`config.mk`:
```
export PLATFORM = sky130hd
export DESIGN_NAME = bs_config_ctrl_flat
export DESIGN_NICKNAME = d
export VERILOG_FILES = /design/src/rtl/neurochip_pkg.sv /design/src/rtl/bs_config_ctrl_if.sv /design/src/rtl/bs_serdes_byte.sv /design/src/rtl/bs_config_ctrl.sv /design/src/flat_wrapper.sv
export SDC_FILE = /design/constraint.sdc
export NUM_CORES = 1
export LEC_CHECK = 0
export ABC_AREA = 0
export ABC_CLOCK_PERIOD_IN_PS = 3650
export CORE_MARGIN = 8
export CORE_UTILIZATION = 56
export DETAILED_ROUTE_END_ITERATION = 10
export HOLD_SLACK_MARGIN = 0.03
export PLACE_DENSITY = 0.84
export SYNTH_ARGS = -nofsm -noshare
export SYNTH_HDL_FRONTEND = slang
export SYNTH_HIERARCHICAL = 1
export SYNTH_SLANG_ARGS = --single-unit
export TNS_END_PERCENT = 30
```
`constraint.sdc`:
```
create_clock -name clk -period 3.65 [get_ports clk]
set_clock_uncertainty 0.1 [all_clocks]
set_input_delay 0.5475 -clock clk [delete_from_list [all_inputs] [get_ports clk]]
set_output_delay 0.5475 -clock clk [all_outputs]
set_load 0.005 [all_outputs]
```
`src/rtl/neurochip_pkg.sv`:
```
// Shared definitions for the neurochip configuration chain controller.
// Holds the sequencer state encoding, mode codes and the default chain length.
package neurochip_pkg;

    typedef enum logic [1:0] {
        IDLE,
        LOAD,
        READBACK,
        FIN
    } state_t;

    localparam logic MODE_LOAD     = 1'b0;
    localparam logic MODE_READBACK = 1'b1;

    localparam int BS_BITS_DEFAULT = 256;

endpackage

```
`src/rtl/bs_config_ctrl_if.sv`:
```
// Host-side control and byte streams of the bitstream sequencer.
// The host is the master; the controller is the slave.
interface bs_config_ctrl_if;

    logic       start;
    logic       mode;
    logic       abort;
    logic [7:0] byte_in;
    logic       byte_valid;
    logic       byte_ready;
    logic [7:0] rd_byte;
    logic       rd_valid;
    logic       rd_ready;
    logic       busy;
    logic       done;

    modport master (
        output start, mode, abort, byte_in, byte_valid, rd_ready,
        input  byte_ready, rd_byte, rd_valid, busy, done
    );

    modport slave (
        input  start, mode, abort, byte_in, byte_valid, rd_ready,
        output byte_ready, rd_byte, rd_valid, busy, done
    );

endinterface

```
`src/rtl/bs_serdes_byte.sv`:
```
// Byte-wide shift register shared by load (serialise, MSB first) and
// readback (deserialise, first bit ends up in the MSB).
module bs_serdes_byte (
    input  logic       clk,
    input  logic       clr,
    input  logic       rd_dir,
    input  logic       load,
    input  logic [7:0] din,
    input  logic       shift,
    input  logic       cap_bit,
    input  logic       pop,
    output logic [7:0] dout,
    output logic       bit_out,
    output logic       full,
    output logic       last
);

    logic [7:0] sr;
    logic [2:0] idx;
    logic       full_q;

    // A load in the same cycle as the final shift replaces the byte seamlessly.
    always_ff @(posedge clk) begin
        if (clr) begin
            sr     <= 8'h00;
            idx    <= 3'd0;
            full_q <= 1'b0;
        end else if (load) begin
            sr     <= din;
            idx    <= 3'd0;
            full_q <= 1'b1;
        end else begin
            if (shift) begin
                sr  <= {sr[6:0], rd_dir ? cap_bit : 1'b0};
                idx <= idx + 3'd1;
            end
            if (rd_dir) begin
                if (shift && last)
                    full_q <= 1'b1;
                else if (pop)
                    full_q <= 1'b0;
            end else if (shift && last) begin
                full_q <= 1'b0;
            end
        end
    end

    assign dout    = sr;
    assign bit_out = sr[7];
    assign full    = full_q;
    assign last    = (idx == 3'd7);

endmodule

```
`src/rtl/bs_config_ctrl.sv`:
```
// Sequencer for the configuration bitstream chain: serialises host bytes into
// the chain and reads it back non-destructively by recirculating bs_out.
module bs_config_ctrl
    import neurochip_pkg::*;
#(
    parameter  int BS_BITS = BS_BITS_DEFAULT,
    localparam int CNT_W   = $clog2(BS_BITS + 1)
) (
    input  logic           clk,
    input  logic           reset,
    bs_config_ctrl_if.slave host,
    output logic           config_en,
    output logic           bs_in,
    input  logic           bs_out
);

    localparam int NBYTES = BS_BITS / 8;
    localparam int BC_W   = $clog2(NBYTES + 1);
    localparam logic [CNT_W-1:0] CNT_END  = CNT_W'(BS_BITS);
    localparam logic [CNT_W-1:0] CNT_LAST = CNT_W'(BS_BITS - 1);
    localparam logic [BC_W-1:0]  NB_END   = BC_W'(NBYTES);

    state_t           st, st_nxt;
    logic [CNT_W-1:0] cnt;
    logic [BC_W-1:0]  nbytes;

    logic       in_load, in_rd, entry, sd_clr;
    logic       accept, shift_ld, shift_rd, pop;
    logic [7:0] sd_dout;
    logic       sd_bit, sd_full, sd_last;

    assign in_load = (st == LOAD);
    assign in_rd   = (st == READBACK);
    assign entry   = (st == IDLE) && host.start && !host.abort;
    assign sd_clr  = reset || host.abort || entry;

    assign host.byte_ready = in_load && (!sd_full || sd_last) && (nbytes < NB_END);
    assign accept          = host.byte_valid && host.byte_ready;

    // Readback stalls only while an unconsumed byte would be overwritten.
    assign shift_ld  = in_load && sd_full;
    assign shift_rd  = in_rd && (cnt < CNT_END) && !(sd_full && !host.rd_ready);
    assign config_en = shift_ld || shift_rd;
    assign bs_in     = shift_ld ? sd_bit : (shift_rd ? bs_out : 1'b0);

    assign host.rd_valid = in_rd && sd_full;
    assign host.rd_byte  = host.rd_valid ? sd_dout : 8'h00;
    assign pop           = host.rd_valid && host.rd_ready;

    assign host.busy = in_load || in_rd;
    assign host.done = (st == FIN);

    bs_serdes_byte u_serdes (
        .clk     (clk),
        .clr     (sd_clr),
        .rd_dir  (in_rd),
        .load    (accept),
        .din     (host.byte_in),
        .shift   (config_en),
        .cap_bit (bs_out),
        .pop     (pop),
        .dout    (sd_dout),
        .bit_out (sd_bit),
        .full    (sd_full),
        .last    (sd_last)
    );

    always_ff @(posedge clk) begin
        if (reset)
            st <= IDLE;
        else
            st <= st_nxt;
    end

    always_comb begin
        st_nxt = st;
        case (st)
            IDLE:     if (host.start)
                          st_nxt = (host.mode == MODE_READBACK) ? READBACK : LOAD;
            LOAD:     if (config_en && cnt == CNT_LAST) st_nxt = FIN;
            READBACK: if (cnt == CNT_END && pop)       st_nxt = FIN;
            FIN:      st_nxt = IDLE;
            default:  st_nxt = IDLE;
        endcase
        if (host.abort)
            st_nxt = IDLE;
    end

    always_ff @(posedge clk) begin
        if (reset || entry) begin
            cnt    <= '0;
            nbytes <= '0;
        end else begin
            if (config_en)
                cnt <= cnt + 1'b1;
            if (accept)
                nbytes <= nbytes + 1'b1;
        end
    end

endmodule

```
`src/flat_wrapper.sv`:
```
// flat-port wrapper written by rule: the top's interface ports become plain ports
module bs_config_ctrl_flat import neurochip_pkg::*;
#(
    parameter  int BS_BITS = BS_BITS_DEFAULT,
    localparam int CNT_W   = $clog2(BS_BITS + 1)
)
  (clk, reset, config_en, bs_in, bs_out, host_start, host_mode, host_abort, host_byte_in, host_byte_valid, host_rd_ready, host_byte_ready, host_rd_byte, host_rd_valid, host_busy, host_done);
  bs_config_ctrl_if host_i ();
  input  logic clk;
  input  logic reset;
  output logic config_en;
  output logic bs_in;
  input  logic bs_out;
  input wire logic [$bits(host_i.start)-1:0] host_start;
  input wire logic [$bits(host_i.mode)-1:0] host_mode;
  input wire logic [$bits(host_i.abort)-1:0] host_abort;
  input wire logic [$bits(host_i.byte_in)-1:0] host_byte_in;
  input wire logic [$bits(host_i.byte_valid)-1:0] host_byte_valid;
  input wire logic [$bits(host_i.rd_ready)-1:0] host_rd_ready;
  output wire logic [$bits(host_i.byte_ready)-1:0] host_byte_ready;
  output wire logic [$bits(host_i.rd_byte)-1:0] host_rd_byte;
  output wire logic [$bits(host_i.rd_valid)-1:0] host_rd_valid;
  output wire logic [$bits(host_i.busy)-1:0] host_busy;
  output wire logic [$bits(host_i.done)-1:0] host_done;
  assign host_i.start = host_start;
  assign host_i.mode = host_mode;
  assign host_i.abort = host_abort;
  assign host_i.byte_in = host_byte_in;
  assign host_i.byte_valid = host_byte_valid;
  assign host_i.rd_ready = host_rd_ready;
  assign host_byte_ready = host_i.byte_ready;
  assign host_rd_byte = host_i.rd_byte;
  assign host_rd_valid = host_i.rd_valid;
  assign host_busy = host_i.busy;
  assign host_done = host_i.done;
  bs_config_ctrl #(.BS_BITS(BS_BITS)) u_core (.clk(clk), .reset(reset), .host(host_i), .config_en(config_en), .bs_in(bs_in), .bs_out(bs_out));
endmodule
```
==> run_results.csv, run 1 <==
group,metric,value,unit
status,outcome,"completed",
placed_design,post-place-ws,851.1,ps
cts,root_buffer,"clkbuf_4",
die,die_area,0.005027,mm²
route,ant_nets,0,
route,routedWlPerCell,14.86,µm
cts,clock_latency,330,ps
route,dr.pass1.iters,4,
power,pwr_density_cell,339.9,mW/mm²
yosys,yosysWarnings,6,
placed_design,dpl_cell_area,0.001963,mm²
placed_design,routabilityCongestion,0.7974,
global_routing,grt_pass1_wl,6272,µm
global_routing,grtUsageTotal,15.58,%
setup_path,end_kind,"output port",
flow_run,maxCapViolations,0,
sta,hold_violations,0,
sta,whs,374.9,ps
cts,clockBufferDepth,2,
yosys,synth_edf_count,0,
sta,slew_violations,0,
sta,fin_setup_tns,0,ps
placed_design,dp_hpwl,2860,µm
global_routing,grt_start_max_net_pins,18,
cts,ctsHtreeMaxLevel,2,
cts,cts_buffers,5,
route,route.detailed.drc,0,
sta,tightest_slew,523.8,ps
finish,seqCellArea,580.6,µm²
finish,insertedDiodeCount,0,
setup_path,crit_fanout,17,
finish,fill_cells,243,
cts,post_cts_buffers,0,
yosys,yosysSeqAreaShare,34.40,%
finish,multi_input_area,998.5,µm²
die,rows,20,
sta,fmax,328.3,MHz
sta,fin_ws,603.7,ps
route,routed_wirelength,3774,µm
placed_design,placed_cells,246,
power,leakage,0.7666,nW
setup_path,cp_data_required_time,3000,ps
cts,cts_hold_buffers,0,
sta,finalSetupViolations,0,
sta,min_period,3046,ps
global_routing,grt-ovfl-total,0,
route,vias,1472,
finish,nNetsFinal,247,
global_routing,first_global_vias,1402,
cts,cts_tree,"done",
yosys,synth_ff_type,"dfxtp_1",
setup_path,criticalPathCategory,"reg -> out",
power,ir_worst_vdd,0.0002100,V
route,drt_iter0_drc,91,
sta,maxSlewHeadroom,65.08,%
die,die_w,70.90,µm
die,core,0.002953,mm²
sta,rsz0062_at_grt,"no",
yosys,avgSynthCellArea,8.791,µm²
yosys,syn_area,0.001688,mm²
die,die_y,70.90,µm
yosys,synth-seq-cells,29,
route,avgViaCountPerCell,5.795,
cts,cts.sinks,29,
sta,finalCritPeriodShare,83.46,%
finish,final_cells,254,
finish,area_growth,21.35,%
cts,clk_pin_slew_worst_paths,80,ps
die,initial_utilization,57.16,%
yosys,syn-instance-count,192,
yosys,ys_types,39,
placed_design,portBuffers,29,
yosys,synth_nets,219,
setup_path,arrival,2400,ps
setup_path,start_kind,"flip-flop",
finish,drive_gt1_share,6.335,%
die,boundaryPins,30,
cts,cts_resized,0,
yosys,async_flop_share,0,%
min_path,hold_path_class,"reg -> reg",
finish,final_cell_area,0.002048,mm²
global_routing,antenna_found_initial,0,
[sequential cells by signal (all words and copies together) (netlist names)]
register and count:
u_core/nbytes 6, u_core/st 2, u_core/u_serdes/dout 8, u_core/cnt 9
u_core/u_serdes/idx 3, u_core/u_serdes/full 1
[cell families (layout without fill, tap and decap cells)]
family	after synthesis	count (layout)	share of synthesized area, %
buf+inv	21	50	6.449
xor+xnor	5	5	2.595
fa+ha+maj	11	11	8.154
flops	29	29	34.40
simple gates	77	77	25.65
mux	10	10	5.931
compound gates	39	39	16.83
[synthesized netlist by cell type (8+ instances only)]
cell,n,area [µm²]
a211oi_1,8,60.06
a21oi_1,10,50.05
and3_1,9,56.30
dfxtp_1,29,580.6
ha_1,11,137.6
inv_1,12,45.04
mux2i_1,10,100.1
nand2_1,10,37.54
nand2b_1,8,50.05
nand3_1,8,40.04
nor2_1,11,41.29
nor2b_1,11,68.82
[cell type report]
class | instances | area share [%]
sequential | 29 | 28.34
clock inverter | 1 | 1.466
clock buffer | 7 | 2.688
timing repair buffer | 30 | 14.54
multi-input combinational | 142 | 48.75
tap | 33 | 2.016
inverter | 12 | 2.199
[routing by layer]
metal	GRT usage [%]	vias up	share of wire (%)
li1	-	741	-
met1	17.08	677	41
met2	25.23	44	49
met3	6.780	10	8.0
met4	7.390	0	2.1
met5	0	-	0
[where the power goes]
group          internal (mW)  total, mW  switching, mW
clock                  0.163      0.272          0.109
sequential             0.320      0.324        0.00376
combinational         0.0484      0.100         0.0517
[worst max-delay path, cell delays in order (launching register included)]
cell	delay, ps
dfxtp_1	340
inv_1	110
ha_1	500
nand2b_1	110
o21a_1	360
inv_1	130
clkdlybuf4s50_1	520
[stage by stage]
step,utilization (%),power (mW)
global placement,66.48,0.4260
global route,69.36,0.7302
CTS,69.36,0.7047
floorplan,-,0.3968
finish,69.36,0.6962
detailed placement,66.48,0.4315
[worst paths after layout]
path | start | to | slack, ps | cells past startpoint
max | u_core/st[0] | config_en | 600 | 6
min | u_core/nbytes[5] | u_core/nbytes[5] | 370 | 1
max reg2reg | u_core/st[0] | u_core/u_serdes/dout[0] | 1270 | 8
min reg2reg | u_core/nbytes[5] | u_core/nbytes[5] | 370 | 1
[cells in the final DEF (no fill, tap or decap), drive strengths merged, types with 2 or more instances in the layout]
cell type	count
xnor2	2
o21a	4
xor2	3
ha	11
dfxtp	29
a21oi	10
nor2b	11
a211oi	8
and2	2
clkbuf	7
nand2	10
nor2	11
o21ai	4
mux2i	10
and3	9
or4	5
nand4	3
clkdlybuf4s50	29
a311oi	2
or3	2
inv	12
o31ai	5
nand2b	8
nand3	8
or2	2
nor3	4
Note: power is estimated with default switching activity, not from simulation.
==> run 2, diff against run 1 <==
--- a/config.mk
+++ b/config.mk
@@ -6,12 +6,12 @@
 export NUM_CORES = 1
 export LEC_CHECK = 0
 export ABC_AREA = 0
-export ABC_CLOCK_PERIOD_IN_PS = 3650
+export ABC_CLOCK_PERIOD_IN_PS = 2600
 export CORE_MARGIN = 8
-export CORE_UTILIZATION = 56
+export CORE_UTILIZATION = 47
 export DETAILED_ROUTE_END_ITERATION = 10
 export HOLD_SLACK_MARGIN = 0.03
-export PLACE_DENSITY = 0.84
+export PLACE_DENSITY = 0.75
 export SYNTH_ARGS = -nofsm -noshare
 export SYNTH_HDL_FRONTEND = slang
 export SYNTH_HIERARCHICAL = 1
==> constraint.sdc (replaced) <==
create_clock -name clk -period 2.6 [get_ports clk]
set_clock_uncertainty 0.1 [all_clocks]
set_input_delay 0.39 -clock clk [delete_from_list [all_inputs] [get_ports clk]]
set_output_delay 0.39 -clock clk [all_outputs]
set_load 0.005 [all_outputs]
==> run_results.csv, run 2 (same netlist as run 1, synthesis figures left out) <==
group,metric,value,unit
route,dr.pass1.iters,4,
route,routedWlPerCell,14.44,µm
sta,maxSlewHeadroom,67.97,%
route,avgViaCountPerCell,5.433,
placed_design,routabilityCongestion,0.7756,
min_path,min_to,"u_core/nbytes[5]",
die,initial_utilization,49.80,%
setup_path,rrSetupSlack,520,ps
route,routed_wirelength,3900,µm
cts,cts_buffers,5,
setup_path,end_kind,"output port",
min_path,hold_path_class,"reg -> reg",
power,p_clk_share,34.4,%
global_routing,grtUsageTotal,13.78,%
power,pwr_density_cell,441.3,mW/mm²
finish,final_cell_mix,"clkdlybuf4s50_1, dfxtp_1, inv_1, nor2_1",
sta,fmax,403.7,MHz
finish,area_growth,23.20,%
power,power_frac_comb,15.9,%
die,die_w,75.93,µm
setup_path,r2r_start,"u_core/u_serdes/idx[0]",
finish,multi_input_area,0.001006,mm²
sta,tightest_slew,480.5,ps
power,leakage,0.7749,nW
power,sw_frac_of_total,26.04,%
sta,rsz0062_at_grt,"no",
cts,clock_latency,330,ps
finish,fill_cells,297,
cts,clk_pin_slew_worst_paths,90,ps
sta,slew_violations,0,
global_routing,grt_start_max_net_pins,18,
setup_path,start_kind,"flip-flop",
min_path,worstHoldStart,"u_core/nbytes[5]",
finish,regMostFlops,"u_core/cnt",
power,internal_power,678.7,µW
finish,drive_gt1_share,9.375,%
power,p_switching,239.0,µW
placed_design,dp_hpwl,2951,µm
global_routing,grt_pass1_wl,6734,µm
finish,nNetsFinal,250,
route,ant_nets,0,
cts,root_buffer,"clkbuf_4",
status,outcome,"completed",
sta,fin_setup_tns,0,ps
flow_run,maxCapViolations,0,
global_routing,grt-ovfl-total,0,
finish,insertedDiodeCount,0,
die,die_area,0.005765,mm²
global_routing,antenna_found_initial,0,
cts,post_cts_buffers,0,
setup_path,worstRegToRegCells,8,
route,drt_iter0_drc,77,
die,core,0.003390,mm²
finish,final_cells,270,
sta,finalCritPeriodShare,95.27,%
min_path,hold_depth,1,
sta,hold_violations,0,
cts,cts.sinks,29,
placed_design,placed_cells,262,
setup_path,arrival,1990,ps
sta,finalSetupViolations,0,
route,route.detailed.drc,0,
setup_path,worst_r2r_endpoint,"u_core/u_serdes/full",
finish,seqCellArea,580.6,µm²
setup_path,crit_fanout,8,
sta,min_period,2477,ps
cts,clockBufferDepth,2,
die,rows,21,
placed_design,portBuffers,29,
die,boundaryPins,30,
power,ir_worst_vdd,0.0002732,V
setup_path,cp_data_required_time,2110,ps
finish,largest_register_ffs,9,
route,vias,1467,
setup_path,criticalPathCategory,"reg -> out",
power,p_seq_share,49.6,%
global_routing,first_global_vias,1481,
cts,ctsHtreeMaxLevel,2,
die,die_y,75.93,µm
cts,cts_tree,"done",
-- run 2: worst max path at each step --
| stage | startpoint | endpoint | slack, ps | cells past startpoint |
|---|---|---|---|---|
| after floorplan | u_core/st[0] | u_core/u_serdes/dout[2] | 590 | 10 |
| after global placement | host_rd_ready | config_en | 370 | 5 |
| after global routing | u_core/st[0] | bs_in | 4 | 6 |
| after detailed placement | host_rd_ready | bs_in | 340 | 6 |
| after CTS | u_core/st[0] | bs_in | 30 | 6 |
| final | u_core/st[0] | bs_in | 120 | 6 |
-- run 2: timing repair --
item,4_1_cts,5_1_grt
gates resized for setup,0,3
setup endpoints to repair,0,5
hold buffers,0,0
-- run 2: power groups by stage --
stage | Clock, mW | Sequential [mW] | Combinational [mW]
4_1_cts | 0.326 | 0.455 | 0.145
2_1_floorplan | 0 | 0.464 | 0.0931
3_3_place_gp | 0 | 0.465 | 0.139
5_1_grt | 0.348 | 0.457 | 0.162
3_5_place_dp | 0 | 0.466 | 0.144
6_report | 0.316 | 0.455 | 0.146
-- run 2: routing by layer --
layer / vias to the layer above / global-route usage (%) / share of wire, %
met5: - / 0 / 0
met4: 0 / 4.706 / 1.5
met3: 6 / 5.307 / 6.5
met2: 37 / 23.22 / 46
met1: 673 / 15.37 / 46
li1: 751 / - / -
-- run 2: critical path, stage by stage (launching register included) --
cell and delay [ps]:
dfxtp_1 350, inv_1 120, ha_2 270, nor2b_1 250
nand3_1 100, nand2_1 70, clkdlybuf4s50_1 510
-- run 2: final cells by class --
class | count | area share [%]
Multi-Input combinational cell | 142 | 48.38
Sequential cell | 29 | 27.92
Timing Repair Buffer | 33 | 15.40
Clock buffer | 7 | 3.129
Tap cell | 46 | 2.768
Inverter | 12 | 2.166
Clock inverter | 1 | 0.2407
-- run 2: through the flow --
stage / worst slack (ps) / util (%) / total power [mW] / hold WS, ps / cell area [µm²]
2_1_floorplan: 591.6 / - / 0.5570 / 341.0 / 1688
3_5_place_dp: 341.7 / 59.06 / 0.6098 / 357.3 / 2002
5_1_grt: 4.376 / 61.35 / 0.9665 / 408.4 / 2079
6_report: 123.1 / 61.35 / 0.9177 / 391.3 / 2079
3_3_place_gp: 371.3 / 59.06 / 0.6035 / 352.8 / 2002
4_1_cts: 26.95 / 61.13 / 0.9271 / 379.4 / 2072
==> run 3, diff against run 2 <==
--- a/config.mk
+++ b/config.mk
@@ -5,7 +5,6 @@
 export SDC_FILE = /design/constraint.sdc
 export NUM_CORES = 1
 export LEC_CHECK = 0
-export ABC_AREA = 0
 export ABC_CLOCK_PERIOD_IN_PS = 2600
 export CORE_MARGIN = 8
 export CORE_UTILIZATION = 47
==> results of run 3 <==
Same layout as run 2: the final DEF is identical, and so are final timing and power.
